$ cat src/rtl/rv32i_dma_pkg.sv
// Shared definitions for the rv32i_dma block: FSM encoding, bus size codes,
// and the per-unit address increment.
package rv32i_dma_pkg;

    localparam int unsigned ADDR_W = 32;
    localparam int unsigned DATA_W = 32;
    localparam int unsigned INC_W  = 3;

    typedef enum logic [2:0] {
        IDLE = 3'd0,
        CHK  = 3'd1,
        RD   = 3'd2,
        WR   = 3'd3,
        DONE = 3'd4
    } state_t;

    localparam logic [1:0] SZ_B = 2'b00;
    localparam logic [1:0] SZ_H = 2'b01;
    localparam logic [1:0] SZ_W = 2'b10;
    localparam logic [1:0] SZ_X = 2'b11;

    // Bytes moved per unit; the illegal size code yields 0 and is rejected before use.
    function automatic logic [INC_W-1:0] unit_inc(input logic [1:0] sz);
        case (sz)
            SZ_B:    unit_inc = INC_W'(1);
            SZ_H:    unit_inc = INC_W'(2);
            SZ_W:    unit_inc = INC_W'(4);
            default: unit_inc = INC_W'(0);
        endcase
    endfunction

endpackage

$ cat src/rtl/rv32i_dma_if.sv
// Memory-bus bundle between the DMA (master) and the arbiter/memory (slave).
interface rv32i_dma_if;

    logic        m_req;
    logic        m_gnt;
    logic [31:0] m_baddr;
    logic [31:0] m_bdi;
    logic [31:0] m_bdo;
    logic        m_bwr;
    logic [1:0]  m_bsz;

    modport master (
        output m_req,
        output m_baddr,
        output m_bdi,
        output m_bwr,
        output m_bsz,
        input  m_gnt,
        input  m_bdo
    );

    modport slave (
        input  m_req,
        input  m_baddr,
        input  m_bdi,
        input  m_bwr,
        input  m_bsz,
        output m_gnt,
        output m_bdo
    );

endinterface

$ cat src/rtl/rv32i_dma_align_chk.sv
// Combinational command validation: size code, address/length alignment,
// and empty-transfer detection. Only the low two address/length bits matter.
module rv32i_dma_align_chk #(
    parameter int unsigned LEN_W = 16
) (
    input  logic [1:0]       sz,
    input  logic [1:0]       src_lo,
    input  logic [1:0]       dst_lo,
    input  logic [LEN_W-1:0] len,
    input  logic             fill,
    output logic             bad,
    output logic             empty
);
    import rv32i_dma_pkg::*;

    // Nonzero low bits below the unit size mean the value is not unit-aligned.
    function automatic logic misaligned(input logic [1:0] s, input logic [1:0] v);
        case (s)
            SZ_H:    misaligned = v[0];
            SZ_W:    misaligned = |v;
            default: misaligned = 1'b0;
        endcase
    endfunction

    // Fill mode uses src as a data pattern, so its alignment is irrelevant.
    always_comb begin
        bad   = 1'b0;
        empty = 1'b0;
        if (sz == SZ_X) begin
            bad = 1'b1;
        end else begin
            bad = (!fill && misaligned(sz, src_lo))
                | misaligned(sz, dst_lo)
                | misaligned(sz, len[1:0]);
        end
        empty = (len == '0);
    end

endmodule

$ cat src/rtl/rv32i_dma.sv
// Single-channel memory-to-memory DMA for an RV32I system bus.
// Copies len bytes from src to dst in ascending order, one unit (byte, half,
// word) per RD/WR pair. Optional fill mode is enabled by defining
// RV32I_DMA_FILL_EN: with fill=1 the low sz bytes of src are written as a
// pattern to every unit at dst and the read phase is skipped.
module rv32i_dma #(
    parameter int unsigned LEN_W = 16
) (
    input  logic             clk,
    input  logic             rst,
    input  logic             start,
    input  logic [31:0]      src,
    input  logic [31:0]      dst,
    input  logic [LEN_W-1:0] len,
    input  logic [1:0]       sz,
    input  logic             fill,
    output logic             busy,
    output logic             done,
    output logic             err,
    rv32i_dma_if.master      bus
);
    import rv32i_dma_pkg::*;

    state_t             state;
    logic [ADDR_W-1:0]  src_ptr;
    logic [ADDR_W-1:0]  dst_ptr;
    logic [LEN_W-1:0]   rem;
    logic [1:0]         sz_q;
    logic [DATA_W-1:0]  data_q;
    logic [ADDR_W-1:0]  baddr_q;
    logic [1:0]         bsz_q;
    logic               req_q;
    logic               busy_q;
    logic               done_q;
    logic               err_q;
    logic               fill_q;

    logic               chk_bad;
    logic               chk_empty;
    logic [INC_W-1:0]   inc;
    logic [ADDR_W-1:0]  src_nxt;
    logic [ADDR_W-1:0]  dst_nxt;
    logic               last_unit;

`ifndef RV32I_DMA_FILL_EN
    logic fill_unused;
    assign fill_unused = fill;
    assign fill_q      = 1'b0;
`endif

    assign inc       = unit_inc(sz_q);
    assign src_nxt   = src_ptr + ADDR_W'(inc);
    assign dst_nxt   = dst_ptr + ADDR_W'(inc);
    assign last_unit = (rem == LEN_W'(inc));

    rv32i_dma_align_chk #(
        .LEN_W (LEN_W)
    ) u_chk (
        .sz     (sz_q),
        .src_lo (src_ptr[1:0]),
        .dst_lo (dst_ptr[1:0]),
        .len    (rem),
        .fill   (fill_q),
        .bad    (chk_bad),
        .empty  (chk_empty)
    );

    // Transfer sequencer; bus address/size/data are registered one cycle ahead of use.
    always_ff @(posedge clk) begin
        if (rst) begin
            state   <= IDLE;
            src_ptr <= '0;
            dst_ptr <= '0;
            rem     <= '0;
            sz_q    <= '0;
            data_q  <= '0;
            baddr_q <= '0;
            bsz_q   <= '0;
            req_q   <= 1'b0;
            busy_q  <= 1'b0;
            done_q  <= 1'b0;
            err_q   <= 1'b0;
`ifdef RV32I_DMA_FILL_EN
            fill_q  <= 1'b0;
`endif
        end else begin
            done_q <= 1'b0;
            err_q  <= 1'b0;
            case (state)
                IDLE: begin
                    if (start) begin
                        src_ptr <= src;
                        dst_ptr <= dst;
                        rem     <= len;
                        sz_q    <= sz;
`ifdef RV32I_DMA_FILL_EN
                        fill_q  <= fill;
`endif
                        busy_q  <= 1'b1;
                        state   <= CHK;
                    end
                end
                CHK: begin
                    if (chk_bad || chk_empty) begin
                        done_q <= 1'b1;
                        err_q  <= chk_bad;
                        busy_q <= 1'b0;
                        state  <= DONE;
                    end else begin
                        req_q <= 1'b1;
                        bsz_q <= sz_q;
                        if (fill_q) begin
                            data_q  <= src_ptr;
                            baddr_q <= dst_ptr;
                            state   <= WR;
                        end else begin
                            baddr_q <= src_ptr;
                            state   <= RD;
                        end
                    end
                end
                RD: begin
                    if (bus.m_gnt) begin
                        data_q  <= bus.m_bdo;
                        baddr_q <= dst_ptr;
                        state   <= WR;
                    end
                end
                WR: begin
                    if (bus.m_gnt) begin
                        src_ptr <= src_nxt;
                        dst_ptr <= dst_nxt;
                        rem     <= rem - LEN_W'(inc);
                        if (last_unit) begin
                            req_q   <= 1'b0;
                            busy_q  <= 1'b0;
                            done_q  <= 1'b1;
                            baddr_q <= '0;
                            bsz_q   <= '0;
                            state   <= DONE;
                        end else if (fill_q) begin
                            baddr_q <= dst_nxt;
                        end else begin
                            baddr_q <= src_nxt;
                            state   <= RD;
                        end
                    end
                end
                DONE: begin
                    state <= IDLE;
                end
                default: begin
                    state <= IDLE;
                end
            endcase
        end
    end

    assign busy        = busy_q;
    assign done        = done_q;
    assign err         = err_q;
    assign bus.m_req   = req_q;
    assign bus.m_baddr = baddr_q;
    assign bus.m_bdi   = data_q;
    assign bus.m_bsz   = bsz_q;
    // Write strobe only while granted; a reset edge aborts the write in flight.
    assign bus.m_bwr   = (state == WR) && bus.m_gnt && !rst;

endmodule

$ cat src/flat_wrapper.sv
// flat-port wrapper written by rule: the top's interface ports become plain ports
module rv32i_dma_flat import rv32i_dma_pkg::*;
#(
    parameter int unsigned LEN_W = 16
)
  (clk, rst, start, src, dst, len, sz, fill, busy, done, err, bus_m_req, bus_m_baddr, bus_m_bdi, bus_m_bwr, bus_m_bsz, bus_m_gnt, bus_m_bdo);
  rv32i_dma_if bus_i ();
  input  logic clk;
  input  logic rst;
  input  logic start;
  input  logic [31:0] src;
  input  logic [31:0] dst;
  input  logic [LEN_W-1:0] len;
  input  logic [1:0] sz;
  input  logic fill;
  output logic busy;
  output logic done;
  output logic err;
  output wire logic [$bits(bus_i.m_req)-1:0] bus_m_req;
  output wire logic [$bits(bus_i.m_baddr)-1:0] bus_m_baddr;
  output wire logic [$bits(bus_i.m_bdi)-1:0] bus_m_bdi;
  output wire logic [$bits(bus_i.m_bwr)-1:0] bus_m_bwr;
  output wire logic [$bits(bus_i.m_bsz)-1:0] bus_m_bsz;
  input wire logic [$bits(bus_i.m_gnt)-1:0] bus_m_gnt;
  input wire logic [$bits(bus_i.m_bdo)-1:0] bus_m_bdo;
  assign bus_m_req = bus_i.m_req;
  assign bus_m_baddr = bus_i.m_baddr;
  assign bus_m_bdi = bus_i.m_bdi;
  assign bus_m_bwr = bus_i.m_bwr;
  assign bus_m_bsz = bus_i.m_bsz;
  assign bus_i.m_gnt = bus_m_gnt;
  assign bus_i.m_bdo = bus_m_bdo;
  rv32i_dma #(.LEN_W(LEN_W)) u_core (.clk(clk), .rst(rst), .start(start), .src(src), .dst(dst), .len(len), .sz(sz), .fill(fill), .busy(busy), .done(done), .err(err), .bus(bus_i));
endmodule
$ cat config.mk
export PLATFORM = sky130hd
export DESIGN_NAME = rv32i_dma_flat
export DESIGN_NICKNAME = d
export VERILOG_FILES = /design/src/rtl/rv32i_dma_pkg.sv /design/src/rtl/rv32i_dma_if.sv /design/src/rtl/rv32i_dma_align_chk.sv /design/src/rtl/rv32i_dma.sv /design/src/flat_wrapper.sv
export SDC_FILE = /design/constraint.sdc
export NUM_CORES = 1
export LEC_CHECK = 0
export CAP_MARGIN = 20
export CORE_ASPECT_RATIO = 0.5
export CORE_MARGIN = 4
export CORE_UTILIZATION = 50
export CTS_CLUSTER_DIAMETER = 60
export DETAILED_ROUTE_END_ITERATION = 8
export GPL_TIMING_DRIVEN = 0
export PLACE_DENSITY = 0.78
export SLEW_MARGIN = 20
export SYNTH_ARGS = -nofsm -noshare
export SYNTH_HDL_FRONTEND = slang
export SYNTH_SLANG_ARGS = --single-unit
$ cat constraint.sdc
create_clock -name clk -period 4.6 [get_ports clk]
set_clock_uncertainty 0.15 [all_clocks]
set_input_delay 0.46 -clock clk [delete_from_list [all_inputs] [get_ports clk]]
set_output_delay 0.46 -clock clk [all_outputs]
set_load 0.01 [all_outputs]
==> results of run 1 <==
==> area by class of cell <==
class,count,area [sq um]
fill,1507,5790
multi-input combinational,948,5530
sequential,155,3100
timing repair buffer,188,1880
buffer,111,472
clock buffer,19,443
tap,234,293
clock inverter,12,115
inverter,18,67.6
antenna,2,5.00
==> Yosys cell counts (5+ instances only) <==
cell      number  area, sq um
a211oi_1      23          173
a21o_1        11         82.6
a21oi_1      127          636
a221oi_1       8         70.1
a22oi_1       17          128
a311oi_1      17          149
a31o_2         5         43.8
a31oi_1       15         93.8
and2_1         8         50.1
and3_1        14         87.6
and4_1         6         52.6
buf_1          8         30.0
buf_2          9         45.0
clkbuf_1      88          330
dfxtp_1      155         3100
ha_1          12          150
inv_1         18         67.6
nand2_1      190          713
nand2b_1      10         62.6
nand3_1       44          220
nand3b_1       7         52.6
nand4_1       26          163
nor2_1        96          360
nor2b_1        7         43.8
nor3_1        32          160
nor4_1        24          150
o211ai_1      14          105
o21a_1        10         75.1
o21ai_0       72          360
o221ai_1      11         96.3
o22ai_1        9         56.3
o31ai_1       17          128
o32ai_1        9         78.8
or2_2          5         31.3
or3_1          8         50.1
or4_1          7         52.6
xnor2_1       12          105
==> state kept, by name, indices dropped and copies added, names as in the netlist <==
name	flops
u_core.bus.m_baddr	32
u_core.bus.m_bdi	32
u_core.src_ptr	32
u_core.bus.m_bsz	2
u_core.dst_ptr	32
u_core.rem	16
u_core.bus.m_req	1
u_core.err	1
u_core.busy	1
u_core.sz_q	2
u_core.state	3
u_core.done	1
==> layer usage <==
layer  vias to the layer above  track usage (%)  routed length [um]
met3                       207             21.5                9010
met5                         -                0                   0
met4                         0             17.4                2290
met2                      1125             62.3               19100
li1                       4998                -                   -
met1                      5606             57.9               17700
==> critical path, stage by stage, from the launching register on <==
cell and delay (ns):
dfxtp_1 0.51, inv_1 0.15, ha_1 0.20, clkbuf_1 0.24, xor2_1 0.21, ha_1 0.23
a21oi_1 0.41, o21a_1 0.37, clkbuf_1 0.55, or3_1 0.40, o31ai_1 0.10, a22oi_1 0.23
nor2_1 0.05
==> kinds of logic (layout without fill, tap and decap cells) <==
logic type | count (synthesis) | after routing | share of synthesized area, %
and+or+nand+nor | 497 | 497 | 25.9
xor gates and xnor gates | 15 | 15 | 1.43
adders and majority gates | 12 | 12 | 1.64
buffers and inverters | 129 | 348 | 5.88
muxes | 7 | 7 | 0.805
AOI/OAI and AO/OA | 417 | 417 | 30.5
other | 0 | 2 | 0
DFF | 155 | 155 | 33.8
==> through the flow <==
| step | util, % | total power [W] | std cells | setup slack [ns] | hold WS, ns |
|---|---|---|---|---|---|
| final | 67.3 | 0.00557 | 1687 | 0.639 | 0.312 |
| after global routing | 67.3 | 0.00568 | 1685 | 0.676 | 0.333 |
| after CTS | 67.3 | 0.00538 | 1685 | 0.921 | 0.312 |
| after detailed placement | 64.1 | 0.00400 | 1654 | 0.960 | 0.295 |
| after global placement | 64.0 | 0.00395 | 1653 | 0.990 | 0.292 |
| after floorplan | - | 0.00300 | 1232 | 1.85 | 0.303 |
==> power by group through the flow <==
stage / Clock (W) / Combinational [W] / Sequential [W]
floorplan: 0 / 0.00119 / 0.00182
global placement: 0 / 0.00211 / 0.00184
detailed placement: 0 / 0.00215 / 0.00185
CTS: 0.00139 / 0.00217 / 0.00183
global route: 0.00145 / 0.00237 / 0.00186
finish: 0.00141 / 0.00230 / 0.00186
==> path summary, 6_finish.rpt <==
path | slack (ns) | end | start | cells after the start
hold / removal | 0.31 | u_core.bus.m_bdi[1] | u_core.bus.m_bdi[1] | 2
hold reg to reg | 0.31 | u_core.bus.m_bdi[1] | u_core.bus.m_bdi[1] | 2
setup reg to reg | 0.64 | u_core.src_ptr[22] | u_core.sz_q[1] | 12
setup / recovery | 0.64 | u_core.src_ptr[22] | u_core.sz_q[1] | 12
==> reports/results.txt, run 1 <==
Outcome: finished clean
Pleak: 3.94 nW
Resized cells post-CTS: 0
Seq/Total Area, Yosys: 33.8%
P_sw: 0.00241 W
Starting Density: 51.8%
Final TNS setup: 0 ns
Syn nets: 1363
Fmax: 252 MHz
Routed WL per cell: 28.5 um
Total setup buffers inserted after CTS: 0
CP Capture Type: flip-flop
Port buffer count: 187
Async SR Flop Fraction: 0%
Final count of hold timing violations: 0
Clk sink count: 155
Drt drc: 0
Crit share post-route: 86.1%
Worst IR Drop VDD: 321 uV
Via count: 11936
Clock buffer depth: 2
Post-synth cell types: 82
Io pins: 190
Synth Register Bits: 155
Final setup violation count: 0
First-pass GRT wire length: 69000 um
Hpwl dp: 34600 um
Clk pin slew, worst setup/hold paths: 0.07 ns
Comb pwr share: 41.2%
Mapped Cells: 1232
Post-synth EDFFs: 0
Power density cells: 467 mW/mm^2
Slew Viols, Final: 0
Top_reg_cell synth: dfxtp_1
Unrepaired setup endpoints after global routing: false
CP startpoint kind: flip-flop
Initial antenna violation count: 1
Vias in the first global route: 11028
Maxcap violations: 0
Syn Area/Cell: 7.44 sq um
Post-synthesis cell area: 0.00917 sq mm
Critical Path RT: 4.75 ns
Commonest non-fill, non-tap cell in the layout: nand2_1
First-pass detailed-route iteration total: 6
Final nets: 1570
Reg power frac: 33.4%
Most frequent cells in the layout: nand2_1 (190), clkdlybuf4s50_1 (187), dfxtp_1 (155)
Hold Buf Count CTS: 0
Cell internal pwr: 0.00316 W
Critical path type: reg2reg
Placer Congestion: 1.06
Die ar.: 0.0207 sq mm
Final global-route overflow total: 0
Post-route cell area: 0.0119 sq mm
CTS H-tree lvls: 4
Row cnt: 34
Hold crit path type: reg2reg
Die width: 200 um
Worst-Margin Slew: 1.30 ns
Skew-Pair Late Insertion Delay: 0.45 ns
Iter 0 DRT Violations: 2095
Maximum fanout along the worst path: 10
Switching share of total power: 43.2%
Largest net degree at the start of global routing: 17
Placed Area: 0.0113 sq mm
Clk pwr share: 25.4%
Root buffer cell: clkbuf_16
CP Data Arrival Time: 4.11 ns
Area Overhead vs Synth: 29.9%
Antenna viol nets, final: 0
Final min period: 3.96 ns
Die H: 104 um
Avg Vias per Cell: 7.08
Fraction of layout cells with a size suffix above 1: 4.96%
Clock tree from TritonCTS: yes
Slew HR: 13.0%
Core Area: 0.0177 sq mm
GRT Total Usage: 44.3%
TritonCTS Buffers: 17
Drt total wl: 48000 um
Syn. warnings: 0
Note: power is estimated with default switching activity, not from simulation.
==> run 2, diff against run 1 <==
--- a/config.mk
+++ b/config.mk
@@ -5,15 +5,16 @@
 export SDC_FILE = /design/constraint.sdc
 export NUM_CORES = 1
 export LEC_CHECK = 0
-export CAP_MARGIN = 20
 export CORE_ASPECT_RATIO = 0.5
 export CORE_MARGIN = 4
 export CORE_UTILIZATION = 50
 export CTS_CLUSTER_DIAMETER = 60
 export DETAILED_ROUTE_END_ITERATION = 8
 export GPL_TIMING_DRIVEN = 0
-export PLACE_DENSITY = 0.78
+export PLACE_DENSITY = 0.79
+export REMOVE_ABC_BUFFERS = 1
 export SLEW_MARGIN = 20
 export SYNTH_ARGS = -nofsm -noshare
 export SYNTH_HDL_FRONTEND = slang
+export SYNTH_HIERARCHICAL = 1
 export SYNTH_SLANG_ARGS = --single-unit
==> reports/results.txt, run 2 <==
Seq/Total Area, Yosys: 34.6% (+0.71 points)
Clock buffer depth: 2 (unchanged)
Yosys top cell area share: 34.6% (+0.71 points)
Skew-Pair Late Insertion Delay: 0.42 ns (-0.03 ns)
ANT cells: 0 (-2)
Most frequent cells in the layout: clkdlybuf4s50_1 (187), nand2_1 (172), dfxtp_1 (154)
Final count of hold timing violations: 0 (unchanged)
TritonCTS Buffers: 17 (unchanged)
Most used routing layer: met2
Post-synth EDFFs: 0 (unchanged)
Placer Congestion: 0.916 (-14%)
Pleak: 4.18 nW (+6.1%)
Largest net degree at the start of global routing: 61 (+44)
Final min period: 4.38 ns (+0.418 ns)
Maxcap violations: 0 (unchanged)
First-pass detailed-route iteration total: 5 (-1)
Clk pwr share: 36.2% (+11 points)
Fin cells: 1571 (-6.9%)
Reg power frac: 39.8% (+6.4 points)
# fillers: 1428 (-5.2%)
Power density cells: 347 mW/mm^2 (-26%)
Slew HR: 25.7% (+13 points)
Synth Register Bits: 155 (unchanged)
Critical path type: reg2out
Area Overhead vs Synth: 30.6%
Die ar.: 0.0203 sq mm (-1.9%)
Clk sink count: 155 (unchanged)
Syn Area/Cell: 7.42 sq um (-0.35%)
GR Util met2: 47.9% (-14 points)
Root buffer cell: clkbuf_16
Final nets: 1455 (-7.3%)
Leading post-synthesis cells by cell area: dfxtp_1 (35%), nand2_1 (7.2%), a21oi_1 (6.1%)
Fraction of layout cells with a size suffix above 1: 6.06% (+1.1 points)
Via count: 10017 (-16%)
CP Capture Type: output pin
Cell internal pwr: 0.00283 W (-10%)
Top_reg_cell synth: dfxtp_1
Syn. warnings: 6 (+6)
Dpl cells: 1541 (-6.8%)
Iter 0 DRT Violations: 1052 (-50%)
Starting Density: 51.4% (-0.44 points)
Worst-Margin Slew: 1.11 ns (-0.193 ns)
Routed WL per cell: 20.0 um (-30%)
Async SR Flop Fraction: 0% (unchanged)
Final setup violation count: 0 (unchanged)
Clk pin slew, worst setup/hold paths: 0.07 ns (about the same)
Worst IR Drop VDD: 270 uV (-16%)
P_sw: 0.00123 W (-49%)
Crit share post-route: 95.2% (+9.1 points)
Die width: 198 um (-0.99%)
Final global-route overflow total: 0 (unchanged)
GR Util met3: 6.24% (-15 points)
Unrepaired setup endpoints after global routing: false
Leading area contributor after synthesis: dfxtp_1
Core Area: 0.0175 sq mm (-1.2%)
Mapped Cells: 1211 (-1.7%)
Outcome: finished clean
Comb pwr share: 24.0% (-17 points)
CTS H-tree lvls: 4 (unchanged)
Io pins: 190 (unchanged)
Vias in the first global route: 9407 (-15%)
Clock tree from TritonCTS: yes
First-pass GRT wire length: 48300 um (-30%)
Critical Path RT: 3.99 ns (-0.76 ns)
Placed Area: 0.0111 sq mm (-2.1%)
Avg Vias per Cell: 6.38 (-9.9%)
Post-synth cell types: 71 (-13%)
Commonest non-fill, non-tap cell in the layout: clkdlybuf4s50_1
Port buffer count: 188 (+0.53%)
CP startpoint kind: flip-flop
Switching share of total power: 30.4% (-13 points)
Hold crit path type: reg2reg
Antenna viol nets, final: 0 (unchanged)
Hpwl dp: 21500 um (-38%)
Post-synthesis cell area: 0.00898 sq mm (-2.0%)
GRT Total Usage: 29.5% (-15 points)
Die H: 103 um (-0.95%)
Maximum fanout along the worst path: 27 (+17)
Row cnt: 34 (unchanged)
Initial antenna violation count: 0 (-1)
Drt drc: 0 (unchanged)
Fmax: 228 MHz (-9.6%)
Post-route cell area: 0.0117 sq mm (-1.5%)
Synth cell count leaders: nand2_1 (173), dfxtp_1 (155), nor2_1 (121), a21oi_1 (110), o21ai_0 (98)
Cell with the most instances after synthesis: nand2_1
Met1 Use GR: 38.8% (-19 points)
Drt total wl: 31400 um (-35%)
Slew Viols, Final: 0 (unchanged)
CP Data Arrival Time: 3.77 ns (-0.34 ns)
Hold Buf Count CTS: 0 (unchanged)
==> run 2: cell count changes in the layout (fill, tap and decap cells not counted), sizes merged, moves of 9 or more <==
cell / change
nand2: -17
nand4: -12
clkbuf: -86
o21ai: +24
a32o: +9
nor2: +25
a21oi: -18
nand3: -17
a22o: +10
xor2: +19
==> run 2: cells by family after synthesis <==
logic type / synth area share, %
muxes: 0.223
xor gates and xnor gates: 3.32
adders and majority gates: 1.37
buffers and inverters: 6.13
AOI/OAI and AO/OA: 29.9
DFF: 34.6
and+or+nand+nor: 24.5
other: 0.0418
==> run 2: timing repair <==
item	in CTS	in global routing
buffers inserted	0	0
resized for setup	1	0
endpoints found under the setup margin	1	0
==> run 2: area by class of cell <==
cell class / count / area, sq um / area share, %
tap: 234 / 293 / 2.50
timing repair buffer: 206 / 2220 / 18.9
sequential: 155 / 3100 / 26.5
multi-input combinational: 917 / 5410 / 46.1
inverter: 30 / 113 / 0.960
clock inverter: 7 / 143 / 1.22
clock buffer: 22 / 454 / 3.87
==> run 2: per-layer routing <==
metal | vias to the layer above | part of all wire [%]
met1 | 4661 | 41
met2 | 612 | 45
met3 | 95 | 12
met4 | 0 | 2.7
li1 | 4649 | -
met5 | - | 0
==> run 2: critical path, stage by stage, from the launching register on <==
cell	delay [ns]
dfxtp_2	0.78
inv_1	0.67
nor2_4	0.64
nand2_1	0.48
nor2_1	0.20
clkdlybuf4s50_1	0.56
==> run 2: power by group through the flow <==
stage                     combinational [W]  clock (W)  sequential, W
after global placement             0.000885          0        0.00163
after CTS                          0.000956    0.00149        0.00161
after global routing                0.00105    0.00154        0.00163
after detailed placement           0.000948          0        0.00164
after floorplan                    0.000490          0        0.00162
final                              0.000975    0.00147        0.00162
==> run 2: per-stage QoR <==
stage	setup TNS (ns)	util, %	total power, W	worst slack (ns)	hold slack, ns
floorplan	-6.69	-	0.00211	-0.568	0.293
global placement	-333.43	61.3	0.00251	-3.99	0.291
detailed placement	0	63.5	0.00259	0.150	0.297
CTS	0	66.9	0.00405	0.378	0.304
global route	0	67.1	0.00423	0.137	0.321
finish	0	67.1	0.00406	0.220	0.303
==> run 2: worst paths after layout <==
kind	from	to	depth (start not counted)	slack, ns
setup / recovery	u_core/state[0]	bus_m_bwr	5	0.22
hold / removal	u_core/bus.m_bdi[5]	u_core/bus.m_bdi[5]	2	0.30
setup reg to reg	u_core/sz_q[0]	u_core/dst_ptr[18]	8	0.80
hold reg to reg	u_core/bus.m_bdi[5]	u_core/bus.m_bdi[5]	2	0.30
==> run 3, diff against run 2 <==
--- a/config.mk
+++ b/config.mk
@@ -12,8 +12,7 @@
 export DETAILED_ROUTE_END_ITERATION = 8
 export GPL_TIMING_DRIVEN = 0
 export PLACE_DENSITY = 0.79
-export REMOVE_ABC_BUFFERS = 1
-export SLEW_MARGIN = 20
+export SLEW_MARGIN = 0
 export SYNTH_ARGS = -nofsm -noshare
 export SYNTH_HDL_FRONTEND = slang
 export SYNTH_HIERARCHICAL = 1
==> reports/results.txt, run 3 (synthesis results as in run 2) <==
Outcome: finished clean
Worst IR Drop VDD: 266 uV (-1.5%)
Reg area: 0.00310 sq mm (about the same)
Unrepaired setup endpoints after global routing: false
Drt total wl: 43700 um (+39%)
Fin cells: 1666 (+6.0%)
CP Data Arrival Time: 4.27 ns (+0.50 ns)
Final setup violation count: 0 (unchanged)
Total setup buffers inserted after CTS: 0 (unchanged)
Maximum fanout along the worst path: 10 (-63%)
Hpwl dp: 32500 um (+51%)
Clock tree from TritonCTS: yes
Maxcap violations: 0 (unchanged)
First-pass detailed-route iteration total: 8 (+3)
Crit share post-route: 89.5% (-5.7 points)
TritonCTS Buffers: 17 (unchanged)
Worst-Margin Slew: 1.28 ns (+0.172 ns)
Fraction of layout cells with a size suffix above 1: 5.24% (-0.81 points)
Die ar.: 0.0203 sq mm (unchanged)
Vias in the first global route: 10518 (+12%)
Syn nets: 1339
Pleak: 4.17 nW (-0.29%)
Antenna viol nets, final: 0 (unchanged)
Slew HR: 13.8% (-12 points)
Root buffer cell: clkbuf_16
Critical path type: reg2reg
Row cnt: 34 (unchanged)
Skew-Pair Late Insertion Delay: 0.44 ns (+0.02 ns)
CP Capture Type: flip-flop
Final global-route overflow total: 0 (unchanged)
CTS H-tree lvls: 4 (unchanged)
Final count of hold timing violations: 0 (unchanged)
Drt drc: 0 (unchanged)
Port buffer count: 187 (-0.53%)
Area Overhead vs Synth: 30.6% (about the same)
Clock buffer depth: 2 (unchanged)
Iter 0 DRT Violations: 1653 (+57%)
Routed WL per cell: 26.2 um (+31%)
Starting Density: 51.4% (unchanged)
CP startpoint kind: flip-flop
Resized cells post-CTS: 0 (-1)
Die width: 198 um (unchanged)
Hold crit path type: reg2reg
Via count: 11298 (+13%)
Hold Buf Count CTS: 0 (unchanged)
Slew Viols, Final: 0 (unchanged)
Core Area: 0.0175 sq mm (unchanged)
Commonest non-fill, non-tap cell in the layout: clkdlybuf4s50_1
Critical Path RT: 4.75 ns (+0.76 ns)
Io pins: 190 (unchanged)
First-pass GRT wire length: 63100 um (+31%)
Dpl cells: 1632 (+5.9%)
Area of the multi-input gates: 0.00533 sq mm (-1.5%)
Final min period: 4.12 ns (-0.263 ns)
GRT Total Usage: 41.4% (+12 points)
Placer Congestion: 1.06 (+15%)
Final nets: 1545 (+6.2%)
Die H: 103 um (unchanged)
# fillers: 1454 (+1.8%)
Power density cells: 352 mW/mm^2 (+1.7%)
Clk pin slew, worst setup/hold paths: 0.07 ns (about the same)
Largest net degree at the start of global routing: 17 (-72%)
Fmax: 243 MHz (+6.4%)
Avg Vias per Cell: 6.78 (+6.4%)
Most frequent cells in the layout: clkdlybuf4s50_1 (187), nand2_1 (173), dfxtp_1 (155)
Clk sink count: 155 (unchanged)
Final TNS setup: 0 ns (unchanged)
Initial antenna violation count: 2 (+2)
## run 3: cell count changes in the layout (fill, tap and decap cells not counted), moves of 4 or more
| cell | before | now |
|---|---|---|
| buf_12 | 6 | 0 |
| buf_16 | 5 | 0 |
| buf_2 | 0 | 19 |
| clkbuf_1 | 4 | 85 |
| clkinvlp_4 | 0 | 4 |
| inv_6 | 0 | 5 |
## run 3: final timing paths
kind              slack, ns               endpoint  cells past startpoint                  from
setup reg to reg       0.48  u_core/bus.m_baddr[4]                     10        u_core/sz_q[0]
hold reg to reg        0.31   u_core/bus.m_bdi[23]                      2  u_core/bus.m_bdi[23]
hold / removal         0.31   u_core/bus.m_bdi[23]                      2  u_core/bus.m_bdi[23]
setup / recovery       0.48  u_core/bus.m_baddr[4]                     10        u_core/sz_q[0]
## run 3: metal layers
layer | GRT usage [%] | routed length, um
met5 | 0 | 27
met4 | 19.0 | 2060
met3 | 15.9 | 7200
met2 | 60.9 | 17600
met1 | 54.3 | 16800
## run 3: through the flow
stage                     setup slack [ns]  power [W]  area, sq um  hold slack, ns  utilization (%)
final                                0.483    0.00413        11700           0.309             67.1
after global routing                 0.486    0.00424        11700           0.333             67.1
after CTS                            0.737    0.00407        11700           0.310             67.1
after detailed placement             0.770    0.00265        11100           0.299             63.7
after global placement               0.833    0.00262        11100           0.291             63.7
after floorplan                       1.85    0.00215         8980           0.299                -
## run 3: area by class of cell
cell class	instances	share of cell area, %
Antenna cell	2	0.0427
Buffer	109	3.73
Clock buffer	17	3.63
Inverter	30	0.960
Timing Repair Buffer	187	16.0
Sequential cell	155	26.5
Multi-Input combinational cell	917	45.4
Tap cell	234	2.50
Clock inverter	15	1.32
## run 3: report_power, final
| group | internal, W | leakage, nW | switching [W] |
|---|---|---|---|
| clock | 0.000766 | 0.273 | 0.000676 |
| combinational | 0.000427 | 2.62 | 0.000670 |
| sequential | 0.00146 | 1.27 | 0.000130 |
## run 3: worst max-delay path, cell delays in order, from the launching register on
cell	delay [ns]
dfxtp_1	0.51
clkbuf_1	0.44
nor2_1	0.18
ha_1	0.27
ha_1	0.34
nor3_1	0.42
clkbuf_1	0.52
nor3b_1	0.20
xor2_1	0.19
a221oi_1	0.62
a21oi_1	0.14
==> variant (flow settings as in run 2) <==
Build with the macro `RV32I_DMA_FILL_EN` defined.
--- a/src/rtl/rv32i_dma.sv
+++ b/src/rtl/rv32i_dma.sv
@@ -5,2 +5,4 @@
 // pattern to every unit at dst and the read phase is skipped.
+`define RV32I_DMA_FILL_EN
+
 module rv32i_dma #(
Check against the original RTL: not equivalent (a bounded check fails within 4 cycles, from zero or initial values and one cycle with rst high).
==> variant against run 2 <==
  * Largest cell class unchanged
  * Sequential cell count rose by 1
  * Highest routed layer is now met5
  * Final cell count increased by 13%
  * Setup slack worse by 0.16 ns
  * Wire length is 27% higher
  * Critical endpoint is now u_core/bus.m_baddr[27]
  * Synthesized area increased by 16%
  * Core utilization decreased by 1.3 points
  * Fmax fell by 3.5%
  * Critical path type is now flip-flop to flip-flop
  * Cell area increased by 12%
  * Register-to-register slack lost 0.74 ns
Power is not compared: it rests on default switching activity, and its combinational part moved more than twofold at a synthesized area within 25%.
==> variant: results (changes against run 2) <==
==============================================================================
Outcome                                                           complete, no violations
Worst Path Max Fanout                                                       33   +22%
Largest net degree at the start of global routing                           82   +34%
Leading cell types by count after synthesis                       168 x sky130_fd_sc_hd__nor2_1, 156 x sky130_fd_sc_hd__dfxtp_1, 138 x sky130_fd_sc_hd__nand2_1, 117 x sky130_fd_sc_hd__o21ai_0, 114 x sky130_fd_sc_hd__clkbuf_1
GRT Overall Usage                                                        0.335   +0.0406
Post-layout net count                                                     1618   +11%
Arrival time reported for the critical path endpoint                   4.78 ns   +1.01 ns
Maximum count of clock buffers along a single path                           2   unchanged
Global routing usage on met1                                             0.465   +0.0778
Final GP Congestion                                                      0.929   +1.5%
Cell area reported after detailed placement                          12600 µm²   +13%
Internal power of the cells                                            4.15 mW
Startpoint-to-endpoint class of the critical path                 flip-flop to flip-flop
Wire length of the first global-routing pass                           61.6 mm   +27%
Total length of routed met2 wires                                      17.2 mm   +23%
Leakage Power                                                          4.47 nW
Layout cell share with drive strength beyond 1                          0.0652   +0.00462
Slew @ Worst Pin                                                       1.13 ns   +0.0140 ns
NetSw                                                                  3.47 mW
Cell count after synthesis                                                1406   +16%
Insertion delay of the later-clocked pin in the worst-skew pair        0.45 ns   +0.03 ns
Met3 routed WL                                                         4.87 mm   +34%
HP Start                                                          u_core/bus.m_baddr[8]
Cell types occupying the most area after synthesis                sky130_fd_sc_hd__dfxtp_1 30%, sky130_fd_sc_hd__nor2_1 6.1%, sky130_fd_sc_hd__o21ai_0 5.6%
Setup slack after placement                                          -0.181 ns   -0.331 ns
First-pass iteration count of the detailed router                            6   +1
Number of buffers inserted during clock tree synthesis                      17   unchanged
Metal-1 WL                                                             16.8 mm   +31%
Number of filler instances in the final layout                            1717   +20%
Routed wire length                                                     39.8 mm   +27%
Utilization of the core after routing                                    0.658   -0.0131
Sequential-to-total area share from yosys stat                           0.300   -0.0456
Number of vias per cell after detailed routing                            6.76   +6.0%
Cell variety after synth                                                    79   +11%
Uppermost layer routed                                                    met5
Met3 Resource Use GR                                                    0.0933   +0.0309
Delay contributed by the slowest stage of the critical path            0.60 ns   -0.18 ns
Initial antenna violation count                                              1   +1
Number of buffer cells added on primary ports                              189   +0.53%
Iteration-0 DRC count of the detailed router                              1651   +57%
Number of warnings issued by yosys                                           6   unchanged
Crit Reg-Reg Startpoint                                           u_core/sz_q[0]
HPWL Detailed                                                          27.3 mm   +27%
Placed Instances                                                          1737   +13%
Routed length per placed instance                                      22.5 µm   +13%
Fraction of met2 tracks used by global routing                           0.510   +0.0309
Number of global-route vias before repair                                11100   +18%
Share of synthesized registers carrying an async set or reset                0   unchanged
Primary FF master, synth                                          sky130_fd_sc_hd__dfxtp_1
==============================================================================
## variant: area by class of cell
type,count,area share
multi-input cells,1084,0.513
flip-flops and latches,156,0.238
repair buffers,213,0.175
clock buffers,19,0.0337
well taps,266,0.0254
clock inverters,13,0.00953
inverters,18,0.00515
## variant: logic make-up after synthesis
family                     count (synthesis)  synth area share
DFF                                      156             0.300
xor gates and xnor gates                  41            0.0345
and+or+nand+nor                          506             0.234
adders and majority gates                 10            0.0118
AOI/OAI and AO/OA                        502             0.333
buffers and inverters                    166            0.0623
muxes                                     25            0.0244
## variant: what timing repair did
item / in CTS / in global routing
pin swaps: 0 / 1
gates resized for setup: 1 / 1
endpoints found under the setup margin: 6 / 8
## variant: path summary, 6_finish.rpt
kind                       endpoint  slack [ns]  cells past startpoint
min           u_core/bus.m_baddr[8]        0.34                      2
max          u_core/bus.m_baddr[27]        0.06                     11
min reg2reg   u_core/bus.m_baddr[8]        0.34                      2
max reg2reg  u_core/bus.m_baddr[27]        0.06                     11
